$ cat src/rtl/alarm_trigger_module_if.sv
// alarm_trigger_module_if: alarm-reader bus between time/alarm registers, control buttons and buzzer
//   inputs to reader : CTI, Q_r0..Q_r6, ON_OFF, MIN_TICK, SNOOZE, STOP
//   outputs of reader: ALARM, RINGING, SNOOZING, SNZ_CNT
interface alarm_trigger_module_if;
  logic [14:0] CTI;
  logic [12:0] Q_r0, Q_r1, Q_r2, Q_r3, Q_r4, Q_r5, Q_r6;
  logic ON_OFF, MIN_TICK, SNOOZE, STOP;
  logic ALARM, RINGING, SNOOZING;
  logic [1:0] SNZ_CNT;
  modport master (
    output CTI, Q_r0, Q_r1, Q_r2, Q_r3, Q_r4, Q_r5, Q_r6, ON_OFF, MIN_TICK, SNOOZE, STOP,
    input ALARM, RINGING, SNOOZING, SNZ_CNT
  );
  modport slave (
    input CTI, Q_r0, Q_r1, Q_r2, Q_r3, Q_r4, Q_r5, Q_r6, ON_OFF, MIN_TICK, SNOOZE, STOP,
    output ALARM, RINGING, SNOOZING, SNZ_CNT
  );
endinterface

$ cat src/rtl/alarm_trigger_module.sv
// alarm_trigger_module: per-minute alarm match plus ring/snooze/stop state machine driving the buzzer
//   Clk   : system clock, rising edge
//   CLEAR : asynchronous active-high reset
//   bus   : slave side of alarm_trigger_module_if (time, alarm words, buttons in; buzzer and status out)
module alarm_trigger_module #(
  parameter int RING_MIN = 5,
  parameter int SNOOZE_MIN = 9,
  parameter int MAX_SNOOZE = 3,
  parameter int BEEP_DIV = 4
) (
  input logic Clk,
  input logic CLEAR,
  alarm_trigger_module_if.slave bus
);
  typedef enum logic [1:0] {IDLE, RING, SNOOZE} state_t;
  state_t state, nxt;
  logic hit_q, hit_d;
  logic [3:0] ring_cnt, ring_n, snz_min, snzmin_n;
  logic [1:0] snz_cnt, snzcnt_n;
  logic [7:0] beep_cnt, beep_n;
  logic phase, phase_n, beep_wrap;
  logic [2:0] day;
  logic [12:0] sel;
  assign day = bus.CTI[14:12];
  // day 7 selects an all-zero word whose enable bit is clear, so it can never match
  assign sel = day == 3'd0 ? bus.Q_r0 : day == 3'd1 ? bus.Q_r1 : day == 3'd2 ? bus.Q_r2 :
               day == 3'd3 ? bus.Q_r3 : day == 3'd4 ? bus.Q_r4 : day == 3'd5 ? bus.Q_r5 :
               day == 3'd6 ? bus.Q_r6 : 13'd0;
  assign hit_d = bus.MIN_TICK & bus.ON_OFF & sel[12] & (sel[11:0] == bus.CTI[11:0]);
  assign beep_wrap = beep_cnt == 8'(BEEP_DIV - 1);
  always_ff @(posedge Clk or posedge CLEAR)
    if (CLEAR) begin
      state <= IDLE;
      hit_q <= 1'b0;
      ring_cnt <= '0;
      snz_min <= '0;
      snz_cnt <= '0;
      beep_cnt <= '0;
      phase <= 1'b0;
    end else begin
      state <= nxt;
      hit_q <= hit_d;
      ring_cnt <= ring_n;
      snz_min <= snzmin_n;
      snz_cnt <= snzcnt_n;
      beep_cnt <= beep_n;
      phase <= phase_n;
    end
  always_comb begin
    nxt = state;
    ring_n = ring_cnt;
    snzmin_n = snz_min;
    snzcnt_n = snz_cnt;
    beep_n = state == RING ? (beep_wrap ? 8'd0 : beep_cnt + 8'd1) : beep_cnt;
    phase_n = state == RING && beep_wrap ? ~phase : phase;
    if (!bus.ON_OFF) nxt = IDLE;
    else if (state == IDLE) begin
      if (hit_q) begin
        nxt = RING;
        beep_n = 8'd0;
        phase_n = 1'b1;
      end
    end else if (state == RING) begin
      if (bus.STOP) nxt = IDLE;
      else if (bus.SNOOZE && snz_cnt < 2'(MAX_SNOOZE)) begin
        nxt = SNOOZE;
        snzcnt_n = snz_cnt + 2'd1;
        snzmin_n = 4'd0;
      end else if (bus.MIN_TICK) begin
        ring_n = ring_cnt + 4'd1;
        if (ring_n == 4'(RING_MIN)) nxt = IDLE;
      end
    end else begin
      if (bus.STOP) nxt = IDLE;
      else if (bus.MIN_TICK) begin
        snzmin_n = snz_min + 4'd1;
        if (snzmin_n == 4'(SNOOZE_MIN)) begin
          nxt = RING;
          ring_n = 4'd0;
          beep_n = 8'd0;
          phase_n = 1'b1;
        end
      end
    end
    // every path into IDLE leaves the event counters clean for the next alarm
    if (nxt == IDLE) begin
      ring_n = 4'd0;
      snzmin_n = 4'd0;
      snzcnt_n = 2'd0;
      beep_n = 8'd0;
    end
  end
  assign bus.RINGING = state == RING;
  assign bus.SNOOZING = state == SNOOZE;
  assign bus.ALARM = state == RING && phase;
  assign bus.SNZ_CNT = snz_cnt;
endmodule
$ cat src/flat_wrapper.sv
// flat-port wrapper written by rule: the top's interface ports become plain ports
module alarm_trigger_module_flat 
#(
  parameter int RING_MIN = 5,
  parameter int SNOOZE_MIN = 9,
  parameter int MAX_SNOOZE = 3,
  parameter int BEEP_DIV = 4
)
  (Clk, CLEAR, bus_CTI, bus_Q_r0, bus_Q_r1, bus_Q_r2, bus_Q_r3, bus_Q_r4, bus_Q_r5, bus_Q_r6, bus_ON_OFF, bus_MIN_TICK, bus_SNOOZE, bus_STOP, bus_ALARM, bus_RINGING, bus_SNOOZING, bus_SNZ_CNT);
  alarm_trigger_module_if bus_i ();
  input logic Clk;
  input logic CLEAR;
  input wire logic [$bits(bus_i.CTI)-1:0] bus_CTI;
  input wire logic [$bits(bus_i.Q_r0)-1:0] bus_Q_r0;
  input wire logic [$bits(bus_i.Q_r1)-1:0] bus_Q_r1;
  input wire logic [$bits(bus_i.Q_r2)-1:0] bus_Q_r2;
  input wire logic [$bits(bus_i.Q_r3)-1:0] bus_Q_r3;
  input wire logic [$bits(bus_i.Q_r4)-1:0] bus_Q_r4;
  input wire logic [$bits(bus_i.Q_r5)-1:0] bus_Q_r5;
  input wire logic [$bits(bus_i.Q_r6)-1:0] bus_Q_r6;
  input wire logic [$bits(bus_i.ON_OFF)-1:0] bus_ON_OFF;
  input wire logic [$bits(bus_i.MIN_TICK)-1:0] bus_MIN_TICK;
  input wire logic [$bits(bus_i.SNOOZE)-1:0] bus_SNOOZE;
  input wire logic [$bits(bus_i.STOP)-1:0] bus_STOP;
  output wire logic [$bits(bus_i.ALARM)-1:0] bus_ALARM;
  output wire logic [$bits(bus_i.RINGING)-1:0] bus_RINGING;
  output wire logic [$bits(bus_i.SNOOZING)-1:0] bus_SNOOZING;
  output wire logic [$bits(bus_i.SNZ_CNT)-1:0] bus_SNZ_CNT;
  assign bus_i.CTI = bus_CTI;
  assign bus_i.Q_r0 = bus_Q_r0;
  assign bus_i.Q_r1 = bus_Q_r1;
  assign bus_i.Q_r2 = bus_Q_r2;
  assign bus_i.Q_r3 = bus_Q_r3;
  assign bus_i.Q_r4 = bus_Q_r4;
  assign bus_i.Q_r5 = bus_Q_r5;
  assign bus_i.Q_r6 = bus_Q_r6;
  assign bus_i.ON_OFF = bus_ON_OFF;
  assign bus_i.MIN_TICK = bus_MIN_TICK;
  assign bus_i.SNOOZE = bus_SNOOZE;
  assign bus_i.STOP = bus_STOP;
  assign bus_ALARM = bus_i.ALARM;
  assign bus_RINGING = bus_i.RINGING;
  assign bus_SNOOZING = bus_i.SNOOZING;
  assign bus_SNZ_CNT = bus_i.SNZ_CNT;
  alarm_trigger_module #(.RING_MIN(RING_MIN), .SNOOZE_MIN(SNOOZE_MIN), .MAX_SNOOZE(MAX_SNOOZE), .BEEP_DIV(BEEP_DIV)) u_core (.Clk(Clk), .CLEAR(CLEAR), .bus(bus_i));
endmodule
$ cat config.mk
export PLATFORM = sky130hd
export DESIGN_NAME = alarm_trigger_module_flat
export DESIGN_NICKNAME = d
export VERILOG_FILES = /design/src/rtl/alarm_trigger_module_if.sv /design/src/rtl/alarm_trigger_module.sv /design/src/flat_wrapper.sv
export SDC_FILE = /design/constraint.sdc
export NUM_CORES = 1
export LEC_CHECK = 0
export ABC_AREA = 1
export CELL_PAD_IN_SITES_DETAIL_PLACEMENT = 1
export CELL_PAD_IN_SITES_GLOBAL_PLACEMENT = 2
export CORE_ASPECT_RATIO = 0.8
export CORE_MARGIN = 1
export CORE_UTILIZATION = 22
export DETAILED_ROUTE_END_ITERATION = 8
export GPL_ROUTABILITY_DRIVEN = 0
export PLACE_DENSITY = 0.89
export SYNTH_ARGS = -nofsm -noshare
export SYNTH_HDL_FRONTEND = slang
export SYNTH_SLANG_ARGS = --single-unit
$ cat constraint.sdc
create_clock -name Clk -period 2.9 [get_ports Clk]
set_input_delay 0.29 -clock Clk [delete_from_list [all_inputs] [get_ports Clk]]
set_output_delay 0.29 -clock Clk [all_outputs]
set_load 0.005 [all_outputs]
# --- Word-level counts from Yosys, hierarchy flattened ---
# Cells that the tools add are included.
word_totals:
  ff_bits: 22
  in_bits: 112
  wordCells: 107
op_classes:
  n_addsub: 4
  magnitude_cmp: 1
  n_eq_ne: 16
  muxes: 60
  bitwise: 4
  reduce_logical: 15
ops:
  columns: ["op", "n"]
  rows:
  - ["13-bit 2-to-1 mux", 7]
  - ["8-bit 2-to-1 mux", 10]
  - ["4-bit 2-to-1 mux", 18]
  - ["2-bit 2-to-1 mux", 17]
  - ["12-bit equality test", 1]
  - ["5-bit AND reduction", 2]
  - ["3-bit equality test, second input constant", 3]
  - ["3-bit nonzero test", 3]
  - ["4-bit by 1-bit adder with 4-bit output, second input constant", 2]
  - ["8-bit by 1-bit adder with 8-bit output, second input constant", 1]
  - ["8-bit by 2-bit equality test with 1-bit output, second input constant", 1]
  - ["1-bit 2-to-1 mux", 8]
  - ["7-bit AND reduction", 1]
  - ["3-bit by 2-bit equality test with 1-bit output, second input constant", 2]
  - ["2-bit nonzero test", 3]
  - ["4-bit by 3-bit equality test with 1-bit output, second input constant", 1]
  - ["4-bit equality test, second input constant", 1]
  - ["2-bit logical NOT", 2]
  - ["1-bit bitwise AND", 3]
  - ["3-bit by 1-bit equality test with 1-bit output, second input constant", 1]
  - ["1-bit logical AND", 3]
  - ["3-bit logical NOT", 1]
  - ["3-bit by 1-bit inequality test with 1-bit output, second input constant", 1]
  - ["3-bit inequality test, second input constant", 1]
  - ["7 further kinds", 7]

# --- Longest topological paths before layout ---
logic_depth:
  word_depth: 12
  ltp_mapped: 19
  ltp_nobuf: 18

# --- Worst setup path after synthesis ---
# Ideal clock, no wire load.
synth_path:
  path_kind: "flip-flop to flip-flop"
  from: "register u_core.snz_cnt[0] (netlist: u_core.bus.SNZ_CNT[0])"
  to: "register u_core.ring_cnt[0]"
  setup_ps: 117
  arrival_time_ps: 1717
  path_slack_ps: 1066
  stages_incl_launch_ff: 17
  path_buffers: 1
  synth_period_minus_slack_ps: 1834
  cell_sequence: "dfrtp_1 ha_1 nor2_2 inv_1 nand2_1 nand2_1 nand2_1 nand2_1 nand2_2 nand2_4 buf_12 nand2_2 nand2_2 inv_4 nand2_4 nand2_1 nand2_1"
synth_between:
  elab_chain_cells: 10
  elab_cells_between_ends: 17
  classes_between: "1 x order compare; 3 x eq/ne; 6 x mux; 7 x reduce/logical"
synth_rtl:
  columns: ["element", "line_no", "source"]
  rows:
  - ["start: declaration", "alarm_trigger_module.sv:19", "logic [1:0] snz_cnt, snzcnt_n;"]
  - ["start signal: assignment", "alarm_trigger_module.sv:45", "snz_cnt <= snzcnt_n;"]
  - ["2-bit less-than comparator (*)", "alarm_trigger_module.sv:65", "else if (bus.SNOOZE && snz_cnt < 2'(MAX_SNOOZE)) begin"]
  - ["1-bit logical AND (*)", "alarm_trigger_module.sv:65", null]
  - ["2-bit 2-to-1 mux", "alarm_trigger_module.sv:65", null]
  - ["2-bit 2-to-1 mux", "alarm_trigger_module.sv:64", "if (bus.STOP) nxt = IDLE;"]
  - ["2-bit 2-to-1 mux", "alarm_trigger_module.sv:63", "end else if (state == RING) begin"]
  - ["2-bit 2-to-1 mux", "alarm_trigger_module.sv:57", "else if (state == IDLE) begin"]
  - ["2-bit 2-to-1 mux", "alarm_trigger_module.sv:56", "if (!bus.ON_OFF) nxt = IDLE;"]
  - ["2-bit logical NOT", "alarm_trigger_module.sv:86", "if (nxt == IDLE) begin"]
  - ["3-bit inequality test (no line) (tied with other cells)", null, null]
  - ["7-bit AND reduction (no line)", null, null]
  - ["end signal: assignment", "alarm_trigger_module.sv:43", "ring_cnt <= ring_n;"]
  - ["end: declaration", "alarm_trigger_module.sv:18", "logic [3:0] ring_cnt, ring_n, snz_min, snzmin_n;"]
# Every way passes the cells marked *; elsewhere a longest branch is shown, timed or not.
# A chain may end at the register's enable or synchronous reset.

# --- Worst setup path after layout ---
layout_path:
  from: "input bus_CTI[13]"
  to: "register u_core.hit_q"
layout_between:
  elab_chain_cells: 10
  elab_cells_between_ends: 17
  classes_between: "7 x eq/ne; 7 x mux; 2 x bitwise; 1 x reduce/logical"
layout_rtl:
  columns: ["element", "line_no", "source"]
  rows:
  - ["start: declaration", "flat_wrapper.sv:13", "input wire logic [$bits(bus_i.CTI)-1:0] bus_CTI;"]
  - ["3-bit equality test", "alarm_trigger_module.sv:28", "day == 3'd6 ? bus.Q_r6 : 13'd0;"]
  - ["13-bit 2-to-1 mux", "alarm_trigger_module.sv:28", null]
  - ["13-bit 2-to-1 mux (3 in a row)", "alarm_trigger_module.sv:27", "day == 3'd3 ? bus.Q_r3 : day == 3'd4 ? bus.Q_r4 : day == 3'd5 ? bus.Q_r5 :"]
  - ["13-bit 2-to-1 mux (2 in a row)", "alarm_trigger_module.sv:26", "assign sel = day == 3'd0 ? bus.Q_r0 : day == 3'd1 ? bus.Q_r1 : day == 3'd2 ? bus.Q_r2 :"]
  - ["13-bit 2-to-1 mux (*)", "alarm_trigger_module.sv:26", null]
  - ["12-bit equality test / 1-bit bitwise AND (equally long branches)", "alarm_trigger_module.sv:29", "assign hit_d = bus.MIN_TICK & bus.ON_OFF & sel[12] & (sel[11:0] == bus.CTI[11:0]);"]
  - ["1-bit bitwise AND (*)", "alarm_trigger_module.sv:29", null]
  - ["named net u_core.hit_d", "alarm_trigger_module.sv:17", "logic hit_q, hit_d;"]
  - ["end signal: assignment", "alarm_trigger_module.sv:42", "hit_q <= hit_d;"]
  - ["end: declaration", "alarm_trigger_module.sv:17", null]
# Mark *: on every way through the listed nets, which the timed path passes. The rest lies on a longest branch.

==> impl_metrics.py <==
metrics = {
    "run_status": {
        "status": "finished clean",
    },
    "setup_path": {
        "required_ns": 3.08,
        "worstPathArrival_ns": 2.31,
        "critPathLaunchType": "input port",
        "crit_chain": "clkdlybuf4s50_1, nor2_4, nand2_2, inv_2, a21oi_1, o211ai_1, o211ai_1, nand2_1, nor2_1, nand4_1, nor2_1",
        "critPathMaxStageDelay_ns": 0.65,
        "worstSetupEndpointType": "flop",
        "crit_start": "bus_CTI[13]",
        "cp_top_family": "buffers and inverters",
        "slowest_stage": "clkdlybuf4s50_1",
        "reg2reg_from": "u_core.snz_min[1]",
        "path_buf_inv": 2,
        "criticalPathCategory": "input port to flop",
        "worstPathMaxFanout": 18,
    },
    "yosys": {
        "synth_seq_cells": 22,
        "synth_nets": 516,
        "yosysUniqueCellTypes": 43,
        "synth_flop_cell": "dfrtp_1",
        "yosysSeqAreaShare": 0.2231,
        "synth_edf_count": 0,
        "ys_warn_count": 0,
        "synth_cells": 398,
        "async_flop_share": 1.000,
        "syn_area_um2": 2467,
        "syn_avg_cell_area_um2": 6.199,
    },
    "power_and_ir_drop": {
        "power_leakage_nw": 1.653,
        "ir_drop_v": 0.0002381,
        "pwr_density_cell_nw_per_um2": 242.6,
    },
    "floorplan": {
        "ios": 117,
        "die_h_um": 96.72,
        "rows": 34,
        "core-area_um2": 10890,
        "fp.dieArea_um2": 11650,
        "fp.dieW_um": 120.4,
        "initial_core_util": 0.2266,
    },
    "timing": {
        "hold_viol": 0,
        "max_clock_freq_ghz": 0.4709,
        "grt_setup_unrepaired": "false",
        "slew_violations": 0,
        "post-route-min-period_ns": 2.124,
        "max_slew_margin": 0.3825,
        "fin_worst_skew_ns": 0.002540,
        "worst_pin_slew_ns": 0.9252,
        "tns_ns": 0,
        "post-route-period-util": 0.7323,
        "setup_violations": 0,
        "hold_ws_ns": 0.4965,
        "fin_ws_ns": 0.7763,
    },
    "clock_tree": {
        "clkLatencyLatePin_ns": 0.25,
        "cts_buffers": 3,
        "cts_buffer_depth": 2,
        "cts_setup_buffers": 0,
        "cts_tree": "done",
        "cts_resized": 0,
        "ctsHoldBuffers": 0,
        "cts_root_buf": "clkbuf_16",
        "h-tree-depth": 1,
        "cts.sinks": 22,
        "clk_pin_slew_worst_paths_ns": 0.06,
    },
    "min_path": {
        "min_from": "u_core.phase",
        "hold_class": "flop to flop",
    },
    "placement": {
        "pre_cts_ws_ns": 0.4737,
        "hpwl_um": 8418,
        "io_buffers": 116,
    },
    "grt": {
        "grt_usage": 0.1730,
        "grt_pass1_vias": 3170,
        "grt_pass1_wl_um": 16050,
        "grt_max_degree": 23,
        "overflow": 0,
        "antenna_found_initial": 0,
    },
    "routing": {
        "drtIter0Drc": 89,
        "ant_nets": 0,
        "vias_per_cell": 4.541,
        "drt_wl_total_um": 9794,
        "avgRoutedWirePerCell_um": 14.98,
        "post-route-drc-count": 0,
        "vias": 2970,
        "drt-pass1-iter-count": 4,
    },
    "cells_and_area": {
        "regArea_um2": 550.5,
        "diodes": 0,
        "syn_to_final_growth_pct": 55.17,
        "nNetsFinal": 630,
        "multi_input_area_um2": 1630,
        "fill_cells": 1429,
        "drive_gt1_frac": 0.08824,
    },
    "run": {
        "drv_cap": 0,
    },
}
## per-stage QoR
stage	cells	cell area, um^2	power (mW)	util
after floorplan	398	2467	0.4456	-
after global placement	651	3754	0.6396	0.3447
after detailed placement	651	3754	0.6442	0.3447
after CTS	654	3829	0.9422	0.3516
after global routing	654	3829	0.9849	0.3516
final	654	3829	0.9290	0.3516
## report_power, final
| group | internal, mW | switching [mW] | total [mW] |
|---|---|---|---|
| Combinational | 0.187 | 0.143 | 0.330 |
| Clock | 0.182 | 0.110 | 0.292 |
| Sequential | 0.307 | 0.000104 | 0.307 |
## layout by cell type (no fill, tap or decap), types with 3 or more instances in the layout
master           Yosys  final
nand4_1             16     16
nand2_1            107    107
ha_1                 6      6
nand2_2              8      8
nand3b_1             3      3
o211ai_1             7      7
inv_1               40     40
or2_1                4      4
nor2_1              45     45
or2_0                5      5
a21oi_1             20     20
inv_2               10     10
xor2_1               4      4
clkbuf_16            0      3
nor2_2               3      3
nand3_1             28     28
dfrtp_1             22     22
nor2_4               3      3
nand2_4              4      4
clkdlybuf4s50_1      0    116
buf_4                4      4
o21a_1               3      3
o21ai_0              6      6
o21ai_1             21     21
## final timing paths
path,depth (start not counted),end,slack [ns]
worst max-delay path,11,u_core.hit_q,0.78
worst min-delay path,2,u_core.phase,0.50
worst max register to register,15,u_core.snz_min[0],0.79
worst min register to register,2,u_core.phase,0.50
max in group asynchronous,2,u_core.bus.SNZ_CNT[1],1.78
min in group asynchronous,2,u_core.state[0],0.55
## final cells by class
class	count	share of cell area
repair buffers	120	0.3111
clock buffers	3	0.01961
multi-input cells	312	0.4258
inverters	53	0.05261
flip-flops and latches	22	0.1438
well taps	144	0.04706
## synth_stat cells (all sizes together) (3+ instances only)
cell type / n / area [um^2]
a21oi: 20 / 100.1
buf: 10 / 81.33
dfrtp: 22 / 550.5
ha: 6 / 75.07
inv: 51 / 193.9
nand2: 119 / 496.7
nand3: 30 / 167.7
nand3b: 3 / 22.52
nand4: 16 / 100.1
nor2: 51 / 221.5
nor3: 3 / 20.02
o211ai: 7 / 52.55
o21a: 3 / 22.52
o21ai: 30 / 168.9
or2: 10 / 62.56
xor2: 4 / 35.03
## routing by layer
metal / vias up / GRT usage / share of wire
li1: 1525 / - / -
met1: 1381 / 0.2355 / 0.48
met2: 52 / 0.2940 / 0.48
met3: 12 / 0.01710 / 0.024
met4: 0 / 0.03799 / 0.019
met5: - / 0 / 0
## worst register-to-register path, stage by stage (launching register included)
cell and delay, ns:
dfrtp_1 0.41, ha_1 0.21, inv_1 0.05, nand2_1 0.06, nand2_2 0.08, nor2_4 0.09, nand2_2 0.07, a21oi_1 0.13
nand2_1 0.06, nand2_1 0.07, nand2_2 0.07, nand2_4 0.19, nand2_4 0.12, o21ai_4 0.26, nand2_1 0.09, o21ai_1 0.08
## cell families after synthesis
kind of cell | count (synthesis) | share of synthesized area
DFF | 22 | 0.2231
AOI/OAI and AO/OA | 66 | 0.1577
and+or+nand+nor | 235 | 0.4549
adders and majority gates | 6 | 0.03043
buffers and inverters | 64 | 0.1161
xor gates and xnor gates | 5 | 0.01775
## registers in the layout, summed over array words and instances (netlist names)
name and count:
u_core.beep_cnt 8, u_core.ring_cnt 4, u_core.snz_min 4, u_core.bus.SNZ_CNT 2
u_core.state 2, u_core.hit_q 1, u_core.phase 1
No activity file was read; power rests on OpenSTA's default activity.
